--- src/rtl/pipe_stage_latch_pkg.sv ---
// Shared pipeline constants: default NOP encoding and common word/counter widths.
package pipe_pkg;

   localparam int unsigned PIPE_WORD_W = 32;
   localparam int unsigned STALL_CNT_W = 16;
   localparam logic [PIPE_WORD_W-1:0] NOP_INSN = 32'h0000_0000;

endpackage

--- src/rtl/pipe_stage_latch_reg.sv ---
// pipe_reg: enabled register with synchronous clear and asynchronous reset, both to RESET_VAL.
module pipe_reg #(
   parameter int unsigned WIDTH = 32,
   parameter logic [WIDTH-1:0] RESET_VAL = '0
) (
   input  logic             clock,
   input  logic             reset,
   input  logic             enable,
   input  logic             clear,
   input  logic [WIDTH-1:0] d,
   output logic [WIDTH-1:0] q
);

   logic [WIDTH-1:0] r_q;

   // clear outranks enable so a flush wins over a stall
   always_ff @(posedge clock or posedge reset) begin
      if (reset) begin
         r_q <= RESET_VAL;
      end else if (clear) begin
         r_q <= RESET_VAL;
      end else if (enable) begin
         r_q <= d;
      end
   end

   assign q = r_q;

endmodule

--- src/rtl/pipe_stage_latch.sv ---
// Pipeline stage latch with stall/flush; field 0 is the instruction word.
// Optional stall counter enabled by defining PIPE_STAGE_LATCH_STALL_CNT_EN.
module pipe_stage_latch
   import pipe_pkg::*;
#(
   parameter int unsigned WIDTH = 32,
   parameter int unsigned NFIELDS = 4,
   parameter logic [WIDTH-1:0] NOP_WORD = WIDTH'(NOP_INSN)
) (
   input  logic                       clock,
   input  logic                       reset,
   input  logic                       enable,
   input  logic                       flush,
   input  logic                       valid_in,
   input  logic [NFIELDS*WIDTH-1:0]   fields_in,
   output logic                       valid_out,
   output logic [NFIELDS*WIDTH-1:0]   fields_out,
   output logic [STALL_CNT_W-1:0]     stall_cycles
);

   logic [NFIELDS*WIDTH-1:0] w_fields_d;

   // An invalid incoming word always presents a NOP in the instruction field
   always_comb begin
      w_fields_d = fields_in;
      if (!valid_in) begin
         w_fields_d[0 +: WIDTH] = NOP_WORD;
      end
   end

   for (genvar k = 0; k < NFIELDS; k++) begin : g_field
      pipe_reg #(
         .WIDTH     (WIDTH),
         .RESET_VAL ((k == 0) ? NOP_WORD : '0)
      ) u_field (
         .clock  (clock),
         .reset  (reset),
         .enable (enable),
         .clear  (flush),
         .d      (w_fields_d[k*WIDTH +: WIDTH]),
         .q      (fields_out[k*WIDTH +: WIDTH])
      );
   end

   pipe_reg #(
      .WIDTH     (1),
      .RESET_VAL (1'b0)
   ) u_valid (
      .clock  (clock),
      .reset  (reset),
      .enable (enable),
      .clear  (flush),
      .d      (valid_in),
      .q      (valid_out)
   );

`ifdef PIPE_STAGE_LATCH_STALL_CNT_EN
   logic [STALL_CNT_W-1:0] r_stall_cnt;
   logic                   w_stall;

   // Flush takes precedence, so a flushed edge is never counted as a stall
   assign w_stall = !enable && !flush && valid_out;

   always_ff @(posedge clock or posedge reset) begin
      if (reset) begin
         r_stall_cnt <= '0;
      end else if (w_stall && (r_stall_cnt != {STALL_CNT_W{1'b1}})) begin
         r_stall_cnt <= r_stall_cnt + 1'b1;
      end
   end

   assign stall_cycles = r_stall_cnt;
`else
   assign stall_cycles = '0;
`endif

endmodule

--- config.mk ---
export PLATFORM = sky130hd
export DESIGN_NAME = pipe_stage_latch
export DESIGN_NICKNAME = d
export VERILOG_FILES = /design/src/rtl/pipe_stage_latch_pkg.sv /design/src/rtl/pipe_stage_latch_reg.sv /design/src/rtl/pipe_stage_latch.sv
export SDC_FILE = /design/constraint.sdc
export NUM_CORES = 1
export LEC_CHECK = 0
export CAP_MARGIN = 15
export CORE_ASPECT_RATIO = 0.9
export CORE_UTILIZATION = 41
export DETAILED_ROUTE_END_ITERATION = 7
export PLACE_DENSITY = 0.85
export SLEW_MARGIN = 20
export SYNTH_ARGS = -nofsm -noshare
export SYNTH_HDL_FRONTEND = slang
export SYNTH_HIERARCHICAL = 1
export SYNTH_SLANG_ARGS = --single-unit
--- constraint.sdc ---
create_clock -name clock -period 1.2 [get_ports clock]
set_clock_uncertainty 0.2 [all_clocks]
set_input_delay 0.18 -clock clock [delete_from_list [all_inputs] [get_ports clock]]
set_output_delay 0.18 -clock clock [all_outputs]
set_load 0.02 [all_outputs]
==> flow_summary.toml <==
[cts]
root_buffer = "clkbuf_16"
worst_skew_pair.late_latency_ns = 0.41
cts_tree = "built"
cts.sinks = 129
cts.clk_slew.worst_paths_ns = 0.06
htree_levels = 4
cts_inserted_buffers = 17
cts_buffer_depth = 2

[global_routing]
antenna_found_initial = 0
grt_max_degree = 67
grt_pass1_wl_mm = 24.5
grt_overflow_total = 0
grt_usage_pct = 22.1
grt_pass1_vias = 4770

[synthesis]
avgSynthCellArea_sq_um = 12.1
synth_top_family_by_area = "multiplexers"
synthSimpleGateAreaFrac_pct = 12.6
synth_xor_area_share_pct = 0
yosysWarnings = 6
synth_adder_area_share_pct = 0
syn_area_sq_um = 5730
ys_seq_elements = 129
synthMuxAreaShare_pct = 22.5
netlist_instances = 472
synth_cell_types = 11
synth_compound_area_share_pct = 0
ys_seq_area_share_pct = 56.3

[setup_path]
crit_buf_inv = 1
crit_type = "reg -> out"
ff2ff_path_depth = 5
cp_max_fo = 2
cp_slowest_stage_delay_ns = 0.41
path_cells = "buf_6"
timing.rr.start = "g_field[0].u_field/q[5]"
crit_required_ns = 0.82
r2r-end = "g_field[0].u_field/q[5]"
slowest_stage = "dfrtp_1"
worst-r2r-setup-slack_ns = -0.08
crit_start = "g_field[3].u_field/q[18]"
path_depth = 1
setup.worst_path.end_class = "primary output"
critPathLaunchType = "flop"
crit_arrival_ns = 0.97
cp-endpoint = "fields_out[114]"
critPathTopFamily = "flip-flops"

[pwr]
p_int_mw = 9.06
p_comb_share_pct = 18.8
p_sw_share_pct = 25.1
pwr-share-seq_pct = 39.3
power.leakage_nw = 4.95
power_mw = 12.1
peakVddDrop_uv = 827
pwr-share-clk_pct = 41.9
power.density_nw_per_um2 = 1260
switchingPower_mw = 3.04

[route]
drt_iter0_markers = 221
dr.pass1.iters = 4
drcViolationCount = 0
drtAntennaViolNets = 0
vias = 4602
post_drt_via_cell_ratio = 4.70
routed_wl_mm = 16.2
routedWlPerCell_um = 16.6

[floorplanning]
die_w_um = 127
io_pins = 278
start_util_pct = 42.4
rows = 40
fp.coreArea_sq_um = 13500
die_y_um = 114
die-area_sq_um = 14500

[sta]
period_share_pct = 113
period_minus_slack_ns = 1.35
hold_viol = 0
drv_slew = 0
max_freq_ghz = 0.739
rsz0062_at_grt = "true"
worst_slack_ns = -0.152
setup_viol = 131
tns_ns = -15.58

[placement]
placed_cells = 891
io_buffers = 261
place_congestion = 0.717
hpwl_mm = 10.6

[outcome]
violations = "negative setup slack"
status = "finished with violations"

[finish]
layout_common_cells = "clkdlybuf4s50_1 (130), buf_6 (130), nor2_1 (129), dfrtp_1 (129), mux2i_1 (128)"
final-instance-count-excl-fill = 979
drive_gt1_share_pct = 33.5
nets = 932
diodes = 0
areaGrowthSynthToFinish_pct = 67.8

[flow_run]
drv_cap = 0

[min_path]
holdCritPathClass = "in -> async"
-- per-stage QoR --
| stage | util, % | setup WS (ns) | hold slack, ns | cell area, sq um |
|---|---|---|---|---|
| floorplan | - | 0.129 | -0.291 | 5790 |
| global placement | 62.5 | -0.306 | 0.300 | 8450 |
| detailed placement | 62.5 | -0.329 | 0.286 | 8450 |
| CTS | 69.5 | -0.167 | 0.0288 | 9390 |
| global route | 71.2 | -0.204 | 0.0605 | 9620 |
| finish | 71.2 | -0.152 | 0.0490 | 9620 |
-- power by group through the flow --
stage               logic (mW)  registers, mW  clock network [mW]
global route              2.41           4.78                5.38
CTS                       2.20           4.75                5.17
finish                    2.27           4.76                5.07
detailed placement        2.08           4.78                   0
global placement          2.03           4.77                   0
floorplan                0.783           5.05                   0
-- worst min-delay path by stage --
| stage | start | endpoint | depth (start not counted) |
|---|---|---|---|
| after floorplan | reset | u_valid/q | 1 |
| after global placement | g_field[2].u_field/q[27] | g_field[2].u_field/q[27] | 2 |
| after detailed placement | reset | u_valid/q | 2 |
| after CTS | enable | g_field[0].u_field/q[2] | 4 |
| after global routing | flush | g_field[1].u_field/q[8] | 3 |
| final | reset | g_field[1].u_field/q[11] | 3 |
-- synthesized netlist by cell type --
| cell type | instances | area share [%] |
|---|---|---|
| dfrtp_1 | 129 | 56 |
| mux2i_1 | 129 | 23 |
| nor2_1 | 129 | 8.4 |
| and2_2 | 32 | 4.2 |
| buf_4 | 16 | 2.1 |
| buf_12 | 12 | 4.2 |
| clkbuf_1 | 12 | 0.79 |
| inv_1 | 5 | 0.33 |
| buf_6 | 4 | 0.79 |
| clkbuf_2 | 3 | 0.26 |
| conb_1 | 1 | 0.065 |
-- flip-flops by register name (all words and copies together) (netlist names) --
register	count
g_field.u_field/q	128
u_valid/q	1
-- layout make-up --
class | count | area [sq um]
clock buffers | 18 | 429
clock inverters | 13 | 145
fillers | 898 | 3900
inverters | 5 | 18.8
multi-input cells | 306 | 2080
flip-flops and latches | 129 | 3230
well taps | 168 | 210
repair buffers | 340 | 3510
-- worst min-delay path, stage by stage --
cell and delay, ns:
clkdlybuf4s50_1 0.50, inv_1 0.14, buf_12 0.21
-- repair_timing --
item                                   4_1_cts  5_1_grt
hold buffers                                 1        0
buffers inserted                            26       31
endpoints found under the hold margin        1        0
pin swaps                                    0        2
setup endpoints to repair                  129      130
resized for setup                          774        1
-- routing by layer --
layer | vias up | routed length [um] | GRT usage [%]
met5 | - | 0 | 0
met4 | 0 | 374 | 9.72
met3 | 30 | 1190 | 8.18
met2 | 182 | 8360 | 38.7
met1 | 2238 | 6300 | 24.2
li1 | 2152 | - | -
-- cell families after synthesis --
logic type    after synthesis
mux                       129
flops                     129
other cells                 1
buf+inv                    52
simple gates              161
Note: power is estimated with default switching activity, not from simulation.
